`config.mk`:
```
export PLATFORM = sky130hd
export DESIGN_NAME = mmm_serial
export DESIGN_NICKNAME = d
export VERILOG_FILES = /design/src/rtl/mmm_serial.sv
export SDC_FILE = /design/constraint.sdc
export NUM_CORES = 1
export LEC_CHECK = 0
export ABC_AREA = 1
export CAP_MARGIN = 20
export CORE_MARGIN = 4
export CORE_UTILIZATION = 57
export CTS_CLUSTER_DIAMETER = 30
export CTS_CLUSTER_SIZE = 8
export DETAILED_ROUTE_END_ITERATION = 10
export MAX_ROUTING_LAYER = met4
export PLACE_DENSITY_LB_ADDON = 0.2
export SLEW_MARGIN = 10
export SYNTH_ARGS = -nofsm -noshare
export SYNTH_HDL_FRONTEND = slang
export SYNTH_SLANG_ARGS = --single-unit
export TNS_END_PERCENT = 20
```
`constraint.sdc`:
```
create_clock -name clk -period 3.55 [get_ports clk]
set_clock_uncertainty 0.1 [all_clocks]
set_input_delay 0.71 -clock clk [delete_from_list [all_inputs] [get_ports clk]]
set_output_delay 0.71 -clock clk [all_outputs]
set_load 0.01 [all_outputs]
```
`src/rtl/mmm_serial.sv`:
```
// Bit-serial radix-2 Montgomery multiplier: p = a*b*2^-WIDTH mod m.
// One iteration per enabled cycle, a final conditional subtraction, then a one-cycle done pulse.
module mmm_serial #(
  parameter int WIDTH = 8
) (
  input  logic             clk,
  input  logic             rstb,
  input  logic             en,
  input  logic             rst_mmm,
  input  logic             ld_a,
  input  logic [WIDTH-1:0] a,
  input  logic [WIDTH-1:0] b,
  input  logic [WIDTH-1:0] m,
  output logic [WIDTH-1:0] p,
  output logic             busy,
  output logic             done
);

  localparam int CW = $clog2(WIDTH + 1);
  localparam int AW = WIDTH + 2;

  typedef enum logic [1:0] {
    IDLE = 2'd0,
    RUN  = 2'd1,
    FIX  = 2'd2
  } state_e;

  state_e           state_q, state_d;
  logic [WIDTH-1:0] a_sh_q, a_sh_d;
  logic [WIDTH-1:0] b_r_q, b_r_d;
  logic [WIDTH-1:0] m_r_q, m_r_d;
  logic [AW-1:0]    acc_q, acc_d;
  logic [CW-1:0]    i_q, i_d;
  logic [WIDTH-1:0] p_q, p_d;
  logic             done_q, done_d;

  logic [AW-1:0]    t_sum;
  logic [AW-1:0]    u_sum;

  // State register.
  always_ff @(posedge clk or negedge rstb) begin
    if (!rstb) begin
      state_q <= IDLE;
    end else if (en) begin
      state_q <= state_d;
    end
  end

  // Next-state logic: soft clear beats a start, and a start aborts any operation in flight.
  always_comb begin
    state_d = state_q;
    if (!rst_mmm) begin
      state_d = IDLE;
    end else if (ld_a) begin
      state_d = RUN;
    end else begin
      case (state_q)
        RUN:     if (i_q == CW'(WIDTH - 1)) state_d = FIX;
        FIX:     state_d = IDLE;
        default: state_d = state_q;
      endcase
    end
  end

  // Output logic: purely from registers, so no input-to-output combinational path.
  always_comb begin
    busy = (state_q == RUN) || (state_q == FIX);
    p    = p_q;
    done = done_q;
  end

  // One Montgomery step; acc < 2m keeps both sums below 4m, which fits in WIDTH+2 bits.
  always_comb begin
    t_sum = acc_q + (a_sh_q[0] ? {2'b00, b_r_q} : '0);
    u_sum = t_sum + (t_sum[0] ? {2'b00, m_r_q} : '0);
  end

  always_comb begin
    // NOTE: every variable gets a default before the branches so no path leaves it unassigned, which would infer a latch.
    a_sh_d = a_sh_q;
    b_r_d  = b_r_q;
    m_r_d  = m_r_q;
    acc_d  = acc_q;
    i_d    = i_q;
    p_d    = p_q;
    done_d = 1'b0;
    if (!rst_mmm) begin
      a_sh_d = '0;
      b_r_d  = '0;
      m_r_d  = '0;
      acc_d  = '0;
      i_d    = '0;
      p_d    = '0;
    end else if (ld_a) begin
      a_sh_d = a;
      b_r_d  = b;
      m_r_d  = m;
      acc_d  = '0;
      i_d    = '0;
    end else begin
      case (state_q)
        RUN: begin
          acc_d  = u_sum >> 1;
          a_sh_d = a_sh_q >> 1;
          i_d    = i_q + CW'(1);
        end
        FIX: begin
          p_d    = (acc_q >= {2'b00, m_r_q}) ? WIDTH'(acc_q - {2'b00, m_r_q})
                                             : acc_q[WIDTH-1:0];
          done_d = 1'b1;
        end
        default: ;
      endcase
    end
  end

  always_ff @(posedge clk or negedge rstb) begin
    if (!rstb) begin
      a_sh_q <= '0;
      b_r_q  <= '0;
      m_r_q  <= '0;
      acc_q  <= '0;
      i_q    <= '0;
      p_q    <= '0;
      done_q <= 1'b0;
    end else if (en) begin
      // NOTE: non-blocking assignments so every register samples pre-edge values, independent of statement order.
      a_sh_q <= a_sh_d;
      b_r_q  <= b_r_d;
      m_r_q  <= m_r_d;
      acc_q  <= acc_d;
      i_q    <= i_d;
      p_q    <= p_d;
      done_q <= done_d;
    end
  end

endmodule

```
* Word-level counts from Yosys, hierarchy flattened *
Cells that the tools add are included.

storage, ports and cells
  flip-flop bits (word level) = 49
  bits of input ports = 29
  output and inout port bits = 10
  logic and storage cells = 53

operators by class
  $add $sub $neg = 4
  $lt $le $gt $ge = 1
  equal/unequal tests = 9
  multiplexer cells = 26
  reductions and logical operators = 5

operator list
  cell                   number
  $mux W8                13
  $mux W10               3
  $add A10 B8 Y10        2
  $mux W4                3
  $ge A10 B8 Y1          1
  $sub A8 B8 Y8          1
  $mux W2                3
  $reduce_and A3 Y1      2
  $add A4 B1 Y4 const B  1
  $eq A4 B3 Y1 const B   1
  $ne A2 B1 Y1 const B   2
  $ne A4 B1 Y1 const B   1
  $ne A4 B4 Y1 const B   1
  $pmux W2 S2            1
  $reduce_and A2 Y1      2
  $mux W1                3
  $ne A3 B1 Y1 const B   1
  $eq A2 B1 Y1 const B   1
  $eq A2 B2 Y1 const B   1
  $ne A2 B2 Y1 const B   1
  $logic_or A1 B1 Y1     1

* Longest topological paths before layout *
  depth after elaboration = 7
  mapped depth = 22
  gate-level depth less buffers = 21

* Least setup slack after synthesis *
Ideal clock, no wire load.

  kind = register -> register
  from = register a_sh_q[0]
  to = register acc_q[8]
  setup time = 117 ps
  data arrival time = 2637 ps
  required time = 3333 ps
  slack = 696 ps
  stages on the path, launching flop included = 23
  buffers on the path = 1
  period minus slack after synthesis = 2854 ps
  path through = dfrtp_1 -> clkbuf_1 -> nand2_1 -> inv_1 -> ha_1 -> inv_1 -> fa_1 -> inv_1 -> nand3_1 -> nand2_1 -> a31oi_1 -> xnor2_1 -> ha_1 -> nand2_1 -> inv_1 -> a21oi_1 -> nand2_1 -> nand2_1 -> nand2_1 -> nand2_1 -> nand2_1 -> nand3_1 -> nand2_1

on the way
  cells in the longest elaborated chain, start to end = 7

RTL lines
  element                 RTL line  RTL
  from (decl)             29        logic [WIDTH-1:0] a_sh_q, a_sh_d;
  from (signal assigned)  128       a_sh_q <= a_sh_d;
  $mux W8 (*)             74        t_sum = acc_q + (a_sh_q[0] ? {2'b00, b_r_q} : '0);
  $add A10 B8 Y10 (*)     74
  $mux W8                 75        u_sum = t_sum + (t_sum[0] ? {2'b00, m_r_q} : '0);
  $add A10 B8 Y10 (*)     75
  $mux W10 (*)            101       case (state_q)
  $mux W10 (*)            94        end else if (ld_a) begin
  $mux W10 (*)            87        if (!rst_mmm) begin
  to (signal assigned)    122       acc_q <= '0;
  to (signal assigned)    131       acc_q <= acc_d;
  to (decl)               32        logic [AW-1:0] acc_q, acc_d;

Mark *: on every way between the ends. The rest lies on a longest branch, timed or not. The select of a mux whose other input is x is not followed.
A chain may end at the register's enable or synchronous reset.

* Worst setup path after layout *
Same ends and word-level chain as after synthesis.

==> out/results.ini <==
[die]
rows = 27
die_x_um = 84.5
die_y_um = 84.5
dieArea_um2 = 7140
ios = 39
core_um2 = 5610
initial_core_util_pct = 59.5

[clocking]
cts_resized = 0
clockBufferDepth = 2
cts_buffers = 5
cts_tree = done
clk_pin_slew_worst_paths_ns = 0.10
hold_buffers = 0
cts_setup_buffers = 0
clk_latency_ns = 0.31
numClockSinks = 48
cts_max_level = 2
root_buffer = clkbuf_8

[timing]
period_share_pct = 86.0
setup_tns_ns = 0
rsz0062_at_grt = false
period_needed_ns = 3.05
maxSlewHeadroom_pct = 69.6
setup_viol = 0
clock.fmax_mhz = 327
finalHoldViolations = 0
slew_violations = 0
worst_slew_pin_slew_ns = 0.456

[worst_setup_path]
crit_start = a_sh_q[0]
start_kind = register
setup.worst_path.class = register to register
endpoint_kind = register
slowest_stage = dfrtp_1
crit_top_cell = nand2_1
cpPeakStageDelay_ns = 0.49
rrSetupSlack_ns = 0.50
path_max_fanout = 9
crit_buf_inv = 4
critical_path_arrival_ns = 3.16
r2r-end = acc_q[8]
reg2reg_from = a_sh_q[0]
worstRegToRegCells = 21
cp.required_ns = 3.65
path_cells = nand2_1, inv_1, ha_1, inv_1, fa_1, inv_1, nand3_1, nand2_1, a31oi_1, xnor2_1, ha_1, nand2_1, inv_1, a21oi_1, nand2_1, nand2_1, nand2_1, nand2_1, nand2_1, nand3_1, nand2_1
crit_family = adder cells

[synth]
synth_seq_cells = 48
yosysSeqAreaShare_pct = 36.0
synthMuxAreaShare_pct = 0
avgSynthCellArea_um2 = 7.58
ys_types = 40
yosys.area_share.simple_pct = 26.4
synth_top_area_share_pct = 36.0
post-synth-top-area-cell = dfrtp_1
synth_warnings = 0
yosysMostFrequentCell = nand2_1
synthXorXnorAreaFrac_pct = 2.63
synth.area.top_cells = dfrtp_1 36%, nand2_1 14%, ha_1 10%, inv_1 7.7%, nand3_1 5.9%
synth_top_family_by_area = simple AND/OR/NAND/NOR gates
synth_compound_area_share_pct = 13.4
synth_nets = 499
syn_inst = 440
syn-cell-area_um2 = 3340
synth_edf_count = 0
ys_async_sr_fraction_pct = 100
synth_fa_ha_area_share_pct = 11.9
yosys-top-cells-count = 120 x nand2_1, 68 x inv_1, 48 x dfrtp_1
synthFlopType = dfrtp_1

[run_status]
status = complete, no violations

[detailed_routing]
routed_wl_um = 7670
drc = 0
via_per_inst = 5.48
vias = 3018
wl_per_cell_um = 13.9
firstDrtPassIters = 4
antenna_left = 0
drt-initial-drc-count = 212

[power]
ir_drop_mv = 0.262
leakage_nw = 2.09
power_density_nw_per_um2 = 343

[job]
maxCapViolCount = 0

[finish]
final_core_utilization_pct = 69.5
area_growth_pct = 16.8
drive_above_1_share_pct = 5.43
nets = 537
diodes = 0

[grt]
antenna_found_initial = 0
grt.overflow.total = 0
grt_start_max_net_pins = 49
grt_pass1_vias = 2917
grt_pass1_wl_um = 13300
grt_util_all_layers_pct = 23.2

[min_path]
hp-class = input port to asynchronous set/reset pin

[placement]
place_hpwl_um = 5950
gp_congestion = 0.937
port_buffers = 38

## final cells by class
class	instances	area [µm²]
flip-flops and latches	48	1200
well taps	72	90.1
clock inverters	3	46.3
clock buffers	5	68.8
repair buffers	40	403
fillers	484	1710
inverters	73	274
multi-input cells	310	1810
## registers in the layout, indices dropped and copies added (netlist names)
signal	count
b_r_q	8
acc_q	9
a_sh_q	8
p	8
state_q	2
m_r_q	8
i_q	4
done	1
## per-layer routing
metal / up-vias / wire length [µm] / track usage (%)
met1: 1418 / 3600 / 30.7
met2: 71 / 3680 / 37.4
met3: 10 / 304 / 3.63
met4: 0 / 89 / 5.61
met5: - / 0 / -
li1: 1519 / - / -
## placed cells by master, fill, tap and decap left out, types with 2 or more instances in the layout
master,netlist,final
clkbuf_8,0,5
clkdlybuf4s50_1,0,37
o211ai_1,2,2
nor2_1,25,25
a21oi_1,19,19
inv_1,68,68
nand3_1,39,39
a32o_1,9,9
xnor2_1,7,7
inv_2,4,4
nand2_1,120,120
a31oi_1,2,2
dfrtp_1,48,48
o221ai_1,6,6
xor2_1,3,3
o21ai_1,6,6
nand2_2,2,2
fa_1,3,3
ha_1,27,27
o21ai_0,18,18
nand4_1,5,5
nor2_4,2,2
## worst max path at each step
stage	end	slack, ns	cells past startpoint
detailed placement	acc_q[8]	0.53	21
CTS	acc_q[8]	0.52	21
global route	acc_q[8]	0.19	21
floorplan	acc_q[8]	0.70	22
global placement	acc_q[8]	0.64	21
finish	acc_q[8]	0.50	21
## where the power goes
part	leakage, nW	switching [W]	total, W	internal (W)
clock network	0.0548	0.000207	0.000419	0.000213
logic	1.38	0.000178	0.000308	0.000130
registers	0.653	0.0000244	0.000609	0.000585
## metrics by stage
step	hold slack (ns)	power, W	cell area (µm²)	std cells	worst slack (ns)
global route	0.201	0.00141	3900	551	0.192
global placement	0.363	0.000916	3760	542	0.638
finish	0.182	0.00134	3900	551	0.495
CTS	0.399	0.00134	3880	550	0.522
floorplan	0.314	0.000821	3340	440	0.696
detailed placement	0.372	0.000926	3760	542	0.533
## kinds of logic (layout without fill, tap and decap cells)
| group | after synthesis | count (layout) |
|---|---|---|
| buf+inv | 82 | 121 |
| fa+ha+maj | 30 | 30 |
| compound gates | 69 | 69 |
| simple gates | 201 | 201 |
| xor+xnor | 10 | 10 |
| flops | 48 | 48 |
Power figures use the tool's default switching activity.
